--- config.mk ---
export PLATFORM = sky130hd
export DESIGN_NAME = ov7670_sccb_config
export DESIGN_NICKNAME = d
export VERILOG_FILES = /design/src/rtl/ov7670_pkg.sv /design/src/rtl/sccb_write_engine.sv /design/src/rtl/ov7670_sccb_config.sv
export SDC_FILE = /design/constraint.sdc
export NUM_CORES = 1
export LEC_CHECK = 0
export ABC_AREA = 1
export ABC_CLOCK_PERIOD_IN_PS = 4560
export CORE_MARGIN = 1.5
export CORE_UTILIZATION = 30
export DETAILED_ROUTE_END_ITERATION = 6
export GPL_ROUTABILITY_DRIVEN = 0
export GPL_TIMING_DRIVEN = 0
export PLACE_DENSITY = 0.43
export SLEW_MARGIN = 5
export SYNTH_ARGS = -nofsm -noshare
export SYNTH_HDL_FRONTEND = slang
export SYNTH_SLANG_ARGS = --single-unit
--- constraint.sdc ---
create_clock -name sysclk -period 4.56 [get_ports sysclk]
set_input_delay 0.684 -clock sysclk [delete_from_list [all_inputs] [get_ports sysclk]]
set_output_delay 0.684 -clock sysclk [all_outputs]
set_load 0.05 [all_outputs]
--- src/rtl/ov7670_pkg.sv ---
// Shared types and constants for the OV7670 SCCB boot configuration sequencer.
// Frame layout is expressed in quarter-bit (QT) ticks counted from the engine's go pulse.
package ov7670_pkg;

    typedef enum logic [2:0] {
        S_CAM_RST = 3'd0,
        S_BOOT    = 3'd1,
        S_FETCH   = 3'd2,
        S_DECODE  = 3'd3,
        S_WRITE   = 3'd4,
        S_DELAY   = 3'd5,
        S_DONE    = 3'd6
    } state_t;

    localparam logic [7:0]  DELAY_TAG = 8'hFF;
    localparam logic [15:0] END_WORD  = 16'hFFFF;

    // QT0-1 idle high, QT2-3 start (SIOD low under SIOC high), QT4-111 27 bits,
    // QT112-115 stop, QT116-119 bus-idle gap.
    localparam int unsigned QT_START_LOW    = 2;
    localparam int unsigned QT_BITS_FIRST   = 4;
    localparam int unsigned QT_STOP_FIRST   = 112;
    localparam int unsigned QT_STOP_RELEASE = 115;
    localparam int unsigned FRAME_QT        = 120;

    // Minimal bring-up table: soft reset, settle, RGB565 output.
    function automatic logic [15:0] default_table(input logic [7:0] idx);
        logic [15:0] word;
        case (idx)
            8'd0:    word = 16'h1280;
            8'd1:    word = 16'hFF0A;
            8'd2:    word = 16'h1204;
            8'd3:    word = 16'h1100;
            8'd4:    word = 16'h0C00;
            8'd5:    word = 16'h3E00;
            8'd6:    word = 16'h4010;
            8'd7:    word = 16'h8C00;
            8'd8:    word = 16'h3A04;
            default: word = END_WORD;
        endcase
        return word;
    endfunction

endpackage

--- src/rtl/sccb_write_engine.sv ---
// SCCB 3-phase write bit engine: quarter-tick divider, frame QT counter and registered pin drivers.
// The data line is only ever pulled low or released; it is never driven high.
module sccb_write_engine
    import ov7670_pkg::*;
#(
    parameter int unsigned QT = 250
) (
    input  logic       clk_i,
    input  logic       rst_i,
    input  logic       go_i,
    input  logic [7:0] id_i,
    input  logic [7:0] addr_i,
    input  logic [7:0] val_i,
    output logic       done_o,
    output logic       sioc_o,
    output logic       siod_o,
    output logic       siod_oe_o
);

    localparam int unsigned TW = (QT > 1) ? $clog2(QT) : 1;

    // Handshake: go_i is a 1-cycle request accepted only while idle (operands latched
    // that cycle); done_o is a 1-cycle pulse in the final tick of the frame gap.
    logic          active_q, active_d;
    logic [TW-1:0] tick_q, tick_d;
    logic [6:0]    qidx_q, qidx_d;
    logic [23:0]   data_q, data_d;
    logic          sioc_q, siod_q, oe_q;
    logic          sioc_d, oe_d;
    logic          last_tick;
    logic [6:0]    rel;
    logic [4:0]    bit_n, pos, sel;
    logic [1:0]    phase;

    always_comb begin
        active_d  = active_q;
        tick_d    = tick_q;
        qidx_d    = qidx_q;
        data_d    = data_q;
        done_o    = 1'b0;
        last_tick = (tick_q == TW'(QT - 1));
        if (!active_q) begin
            if (go_i) begin
                active_d = 1'b1;
                tick_d   = '0;
                qidx_d   = '0;
                data_d   = {id_i, addr_i, val_i};
            end
        end else if (last_tick) begin
            tick_d = '0;
            if (qidx_q == 7'(FRAME_QT - 1)) begin
                active_d = 1'b0;
                done_o   = 1'b1;
            end else begin
                qidx_d = qidx_q + 7'd1;
            end
        end else begin
            tick_d = tick_q + TW'(1);
        end
    end

    // Pin decode of the current QT; each byte is followed by a released don't-care bit.
    always_comb begin
        sioc_d = 1'b1;
        oe_d   = 1'b0;
        rel    = qidx_q - 7'(QT_BITS_FIRST);
        bit_n  = rel[6:2];
        phase  = rel[1:0];
        if (bit_n >= 5'd18) begin
            pos = bit_n - 5'd18;
            sel = 5'd7 - pos;
        end else if (bit_n >= 5'd9) begin
            pos = bit_n - 5'd9;
            sel = 5'd15 - pos;
        end else begin
            pos = bit_n;
            sel = 5'd23 - pos;
        end
        if (active_q) begin
            if (qidx_q < 7'(QT_START_LOW)) begin
                oe_d = 1'b0;
            end else if (qidx_q < 7'(QT_BITS_FIRST)) begin
                oe_d = 1'b1;
            end else if (qidx_q < 7'(QT_STOP_FIRST)) begin
                sioc_d = (phase == 2'd1) || (phase == 2'd2);
                if (pos != 5'd8) begin
                    oe_d = ~data_q[sel];
                end
            end else if (qidx_q == 7'(QT_STOP_FIRST)) begin
                sioc_d = 1'b0;
                oe_d   = 1'b1;
            end else if (qidx_q < 7'(QT_STOP_RELEASE)) begin
                oe_d = 1'b1;
            end
        end
    end

    always_ff @(posedge clk_i) begin
        if (rst_i) begin
            active_q <= 1'b0;
            tick_q   <= '0;
            qidx_q   <= '0;
            data_q   <= '0;
            sioc_q   <= 1'b1;
            siod_q   <= 1'b1;
            oe_q     <= 1'b0;
        end else begin
            active_q <= active_d;
            tick_q   <= tick_d;
            qidx_q   <= qidx_d;
            data_q   <= data_d;
            sioc_q   <= sioc_d;
            siod_q   <= ~oe_d;
            oe_q     <= oe_d;
        end
    end

    assign sioc_o    = sioc_q;
    assign siod_o    = siod_q;
    assign siod_oe_o = oe_q;

endmodule

--- src/rtl/ov7670_sccb_config.sv ---
// OV7670 boot-time configuration sequencer: camera reset/boot wait, then one SCCB write
// per table word, with delay and end markers. A start pulse in DONE replays the table.
module ov7670_sccb_config
    import ov7670_pkg::*;
#(
    parameter int unsigned CLK_HZ       = 100_000_000,
    parameter int unsigned SCCB_HZ      = 100_000,
    parameter logic [7:0]  SLAVE_ADDR   = 8'h42,
    parameter int unsigned ROM_AW       = 8,
    parameter int unsigned RESET_CYCLES = 100_000,
    parameter int unsigned BOOT_CYCLES  = 1_000_000,
    parameter int unsigned DELAY_UNIT   = 100_000
) (
    input  logic              sysclk,
    input  logic              sysreset,
    input  logic              start,
    output logic [ROM_AW-1:0] rom_addr,
    input  logic [15:0]       rom_data,
    output logic              sioc,
    output logic              siod_o,
    output logic              siod_oe,
    output logic              cam_reset_n,
    output logic              cam_pwdn,
    output logic              busy,
    output logic              config_done
);

    localparam int unsigned QT        = CLK_HZ / (4 * SCCB_HZ);
    localparam int unsigned DELAY_MAX = 255 * DELAY_UNIT;
    localparam int unsigned WAIT_MAX  = (RESET_CYCLES > BOOT_CYCLES) ? RESET_CYCLES : BOOT_CYCLES;
    localparam int unsigned CNT_MAX   = (WAIT_MAX > DELAY_MAX) ? WAIT_MAX : DELAY_MAX;
    localparam int unsigned CNT_W     = $clog2(CNT_MAX + 1);
    localparam logic [ROM_AW-1:0] ADDR_LAST = '1;

    state_t            state_q, state_d;
    logic [CNT_W-1:0]  cnt_q, cnt_d;
    logic [ROM_AW-1:0] addr_q, addr_d;
    logic              cam_rst_n_q, cam_rst_n_d;
    logic              busy_q, done_q;
    logic              go, advance, eng_done;

    always_comb begin
        state_d     = state_q;
        cnt_d       = cnt_q;
        addr_d      = addr_q;
        cam_rst_n_d = cam_rst_n_q;
        go          = 1'b0;
        advance     = 1'b0;
        case (state_q)
            S_CAM_RST: begin
                if (cnt_q == CNT_W'(RESET_CYCLES - 1)) begin
                    state_d     = S_BOOT;
                    cnt_d       = '0;
                    cam_rst_n_d = 1'b1;
                end else begin
                    cnt_d = cnt_q + CNT_W'(1);
                end
            end
            S_BOOT: begin
                if (cnt_q == CNT_W'(BOOT_CYCLES - 1)) begin
                    state_d = S_FETCH;
                    cnt_d   = '0;
                    addr_d  = '0;
                end else begin
                    cnt_d = cnt_q + CNT_W'(1);
                end
            end
            S_FETCH: state_d = S_DECODE;
            S_DECODE: begin
                if (rom_data == END_WORD) begin
                    state_d = S_DONE;
                end else if (rom_data[15:8] == DELAY_TAG) begin
                    if (rom_data[7:0] == 8'd0) begin
                        advance = 1'b1;
                    end else begin
                        cnt_d   = CNT_W'(32'(rom_data[7:0]) * DELAY_UNIT);
                        state_d = S_DELAY;
                    end
                end else begin
                    go      = 1'b1;
                    state_d = S_WRITE;
                end
            end
            S_WRITE: advance = eng_done;
            S_DELAY: begin
                // Loaded with xx*DELAY_UNIT, so the state lasts exactly that many cycles.
                if (cnt_q <= CNT_W'(1)) begin
                    advance = 1'b1;
                end else begin
                    cnt_d = cnt_q - CNT_W'(1);
                end
            end
            S_DONE: begin
                if (start) begin
                    addr_d  = '0;
                    state_d = S_FETCH;
                end
            end
            default: state_d = S_CAM_RST;
        endcase
        // The table never wraps: the last address finishes the run.
        if (advance) begin
            if (addr_q == ADDR_LAST) begin
                state_d = S_DONE;
            end else begin
                addr_d  = addr_q + ROM_AW'(1);
                state_d = S_FETCH;
            end
        end
    end

    always_ff @(posedge sysclk) begin
        if (sysreset) begin
            state_q     <= S_CAM_RST;
            cnt_q       <= '0;
            addr_q      <= '0;
            cam_rst_n_q <= 1'b0;
            busy_q      <= 1'b1;
            done_q      <= 1'b0;
        end else begin
            state_q     <= state_d;
            cnt_q       <= cnt_d;
            addr_q      <= addr_d;
            cam_rst_n_q <= cam_rst_n_d;
            busy_q      <= (state_d != S_DONE);
            done_q      <= (state_d == S_DONE);
        end
    end

    sccb_write_engine #(
        .QT(QT)
    ) u_engine (
        .clk_i     (sysclk),
        .rst_i     (sysreset),
        .go_i      (go),
        .id_i      (SLAVE_ADDR),
        .addr_i    (rom_data[15:8]),
        .val_i     (rom_data[7:0]),
        .done_o    (eng_done),
        .sioc_o    (sioc),
        .siod_o    (siod_o),
        .siod_oe_o (siod_oe)
    );

    assign rom_addr    = addr_q;
    assign cam_reset_n = cam_rst_n_q;
    assign cam_pwdn    = 1'b0;
    assign busy        = busy_q;
    assign config_done = done_q;

endmodule
==> flow_metrics.env <==
export IMPL_status="finished clean"
export IMPL_synthCells=1096
export IMPL_p_leak_nw=3.697
export IMPL_n_antenna_cell=0
export IMPL_cts_sinks=75
export IMPL_synth_top_flop_cell="dfxtp_1"
export IMPL_totalWireLength_um=24150
export IMPL_dpl_instance_area_sq_um=8079
export IMPL_layout_common_cells="181 x nand2_1, 134 x inv_1, 91 x nor2_1, 90 x a21oi_1, 86 x o21ai_0"
export IMPL_cts_tree="yes"
export IMPL_cts_buffer_depth=2
export IMPL_portBuffers=32
export IMPL_drive_gt1_share_pct=10.22
export IMPL_crit_start="rom_data[5]"
export IMPL_numCtsBuffers=9
export IMPL_htreeDepth=3
export IMPL_syn_num_nets=1209
export IMPL_power_density_nw_per_um2=229.3
export IMPL_layout_min_cycle_time_ns=4.271
export IMPL_criticalPathCategory="primary input to flop"
export IMPL_grt_pass1_vias=7061
export IMPL_drtPass1Iterations=5
export IMPL_cp_required_ns=4.77
export IMPL_worst_pin_slew_ns=0.7435
export IMPL_reg2reg_depth=22
export IMPL_slew_violations=0
export IMPL_ys_warn_count=0
export IMPL_die_w_um=159.6
export IMPL_ir_drop_v=0.0001323
export IMPL_final_cells=1469
export IMPL_postRouteAntennaNets=0
export IMPL_via_count=7386
export IMPL_max_freq_ghz=0.2341
export IMPL_antenna_found_initial=1
export IMPL_finalCritPeriodShare_pct=93.67
export IMPL_end_kind="flop"
export IMPL_min_path_type="flop to flop"
export IMPL_synth_top_cell_by_area="dfxtp_1"
export IMPL_ys_top_cells_by_area="dfxtp_1 20%, ha_1 14%, nand2_1 9.2%"
export IMPL_wl_per_cell_um=16.44
export IMPL_io_pins=34
export IMPL_drv_cap=0
export IMPL_r2r_start="u_engine.qidx_q[2]$_SDFFE_PP0P_"
export IMPL_rows=57
export IMPL_initial_core_util_pct=30.41
export IMPL_via_per_inst=5.028
export IMPL_dp_cells=1452
export IMPL_clkLatencyLatePin_ns=0.35
export IMPL_grt_max_degree=16
export IMPL_synthesis_area_sq_um=7353
export IMPL_die_y_um=159.6
export IMPL_hold_worst_slack_ns=0.4531
export IMPL_hold_buffers=0
export IMPL_layout_commonest_cell="nand2_1"
export IMPL_r2r_end="u_engine.siod_o$_SDFF_PP1_"
export IMPL_synth_edf_count=0
export IMPL_avgSynthCellArea_sq_um=6.709
export IMPL_ys_async_sr_fraction_pct=0
export IMPL_hold_viol_final=0
export IMPL_gr_total_overflow=0
export IMPL_yosysUniqueCellTypes=57
export IMPL_cts_root_buffer="clkbuf_16"
export IMPL_rsz0062_at_grt="false"
export IMPL_grtUsageTotal_pct=19.53
export IMPL_final_core_util_pct=34.81
export IMPL_grt_pass1_wl_um=39230
export IMPL_fin_nets=1253
export IMPL_clkTransAtPathRegs_ns=0.07
export IMPL_fin_area_sq_um=8416
export IMPL_hpwlAfterDp_um=18980
export IMPL_synth_seq_cells=75
export IMPL_drcViolationCount=0
export IMPL_regToRegSetupSlack_ns=1.20
export IMPL_dieArea_sq_um=25460
export IMPL_core_sq_um=24180
export IMPL_cp_max_fo=5
export IMPL_finalClockSkew_ns=0.01222
export IMPL_cp_data_arrival_time_ns=4.48
export IMPL_critPathCapture="cnt_q[23]$_SDFFE_PP0P_"
export IMPL_cp_start_kind="primary input"
export IMPL_area_delta_synth_final_pct=14.45
export IMPL_final_setup_viol_count=0
export IMPL_drt_iter0_markers=561
export IMPL_maxSlewHeadroom_pct=50.44
export IMPL_yosysTopAreaCellShare_pct=20.42
export IMPL_ys_seq_area_share_pct=20.42
==> power by group <==
part           leakage [nW]  switching [W]  internal (W)  total (W)
Clock                 0.139       0.000341      0.000379   0.000720
Sequential            0.605     0.00000367      0.000657   0.000661
Combinational          2.95       0.000345      0.000204   0.000549
==> how the worst min path moves through the flow <==
stage / endpoint / slack, ns / start / depth (start not counted)
final: u_engine.data_q[10]$_SDFFE_PP0P_ / 0.45 / u_engine.data_q[10]$_SDFFE_PP0P_ / 2
after global routing: u_engine.data_q[10]$_SDFFE_PP0P_ / 0.49 / u_engine.data_q[10]$_SDFFE_PP0P_ / 2
after CTS: u_engine.data_q[10]$_SDFFE_PP0P_ / 0.46 / u_engine.data_q[10]$_SDFFE_PP0P_ / 2
after detailed placement: u_engine.data_q[10]$_SDFFE_PP0P_ / 0.45 / u_engine.data_q[10]$_SDFFE_PP0P_ / 2
after global placement: u_engine.data_q[10]$_SDFFE_PP0P_ / 0.44 / u_engine.data_q[10]$_SDFFE_PP0P_ / 2
after floorplan: u_engine.data_q[11]$_SDFFE_PP0P_ / 0.43 / u_engine.data_q[11]$_SDFFE_PP0P_ / 2
==> cells by family after synthesis <==
| family | count (synthesis) | synth area share, % |
|---|---|---|
| other | 1 | 0.05100 |
| and+or+nand+nor | 475 | 30.42 |
| DFF | 75 | 20.42 |
| xor gates and xnor gates | 29 | 3.454 |
| adders and majority gates | 94 | 17.22 |
| AOI/OAI and AO/OA | 237 | 18.21 |
| buffers and inverters | 185 | 10.23 |
==> flip-flops by register name, summed over array words and instances, names as in the netlist <==
| signal | count |
|---|---|
| rom_addr | 8 |
| busy | 1 |
| u_engine.tick_q | 8 |
| u_engine.siod_o | 1 |
| u_engine.qidx_q | 7 |
| u_engine.data_q | 17 |
| state_q | 3 |
| cnt_q | 25 |
| u_engine.active_q | 1 |
| u_engine.sioc_o | 1 |
| config_done | 1 |
| u_engine.siod_oe_o | 1 |
| cam_reset_n | 1 |
==> worst max-delay path, cell delays in order <==
cell             delay (ns)
clkdlybuf4s50_1        0.61
ha_1                   0.24
inv_1                  0.06
fa_1                   0.48
inv_1                  0.05
fa_1                   0.48
ha_1                   0.31
ha_1                   0.35
nand2_1                0.09
nor2_1                 0.04
nor2_1                 0.13
inv_1                  0.10
nand3_1                0.07
o2111ai_1              0.14
o21ai_2                0.28
nand4_1                0.19
nand2_1                0.12
a21oi_2                0.05
==> cell usage after synthesis, drive strengths merged (8+ instances only) <==
cell type / number
nand4: 28
or2: 8
a31oi: 8
nand2: 198
fa: 12
clkbuf: 16
nand3: 87
ha: 82
a21oi: 97
nor2: 108
nor4: 10
inv: 150
xor2: 23
o21ai: 92
buf: 16
nor3: 33
dfxtp: 75
==> per-stage QoR <==
stage | total power [W] | setup TNS [ns] | setup WS [ns]
floorplan | 0.001046 | 0 | 0.4411
global placement | 0.001200 | -5.263 | -0.9005
detailed placement | 0.001200 | -5.121 | -0.8904
CTS | 0.001944 | 0 | 0.01535
global route | 0.002057 | 0 | 0.02093
finish | 0.001930 | 0 | 0.2886
==> layer usage <==
metal  vias up  GRT usage [%]  part of all wire [%]
met2       180          31.98                    45
met1      3399          27.01                    49
met4         0          4.674                   1.5
met5         -              0                     0
met3        22          2.709                   3.8
li1       3785              -                     -
==> area by class of cell <==
class,instances,area [sq um]
Clock inverter,7,58.81
Inverter,153,581.8
Timing Repair Buffer,33,326.6
Clock buffer,9,225.2
Buffer,32,170.2
Sequential cell,75,1501
Fill cell,2620,15760
Tap cell,324,405.4
Multi-Input combinational cell,836,5146
==> repair_timing <==
item	CTS	global route
endpoints found under the setup margin	7	7
setup buffers	1	0
gates resized for setup	13	14
pin swaps	1	0
Power figures use the tool's default switching activity.
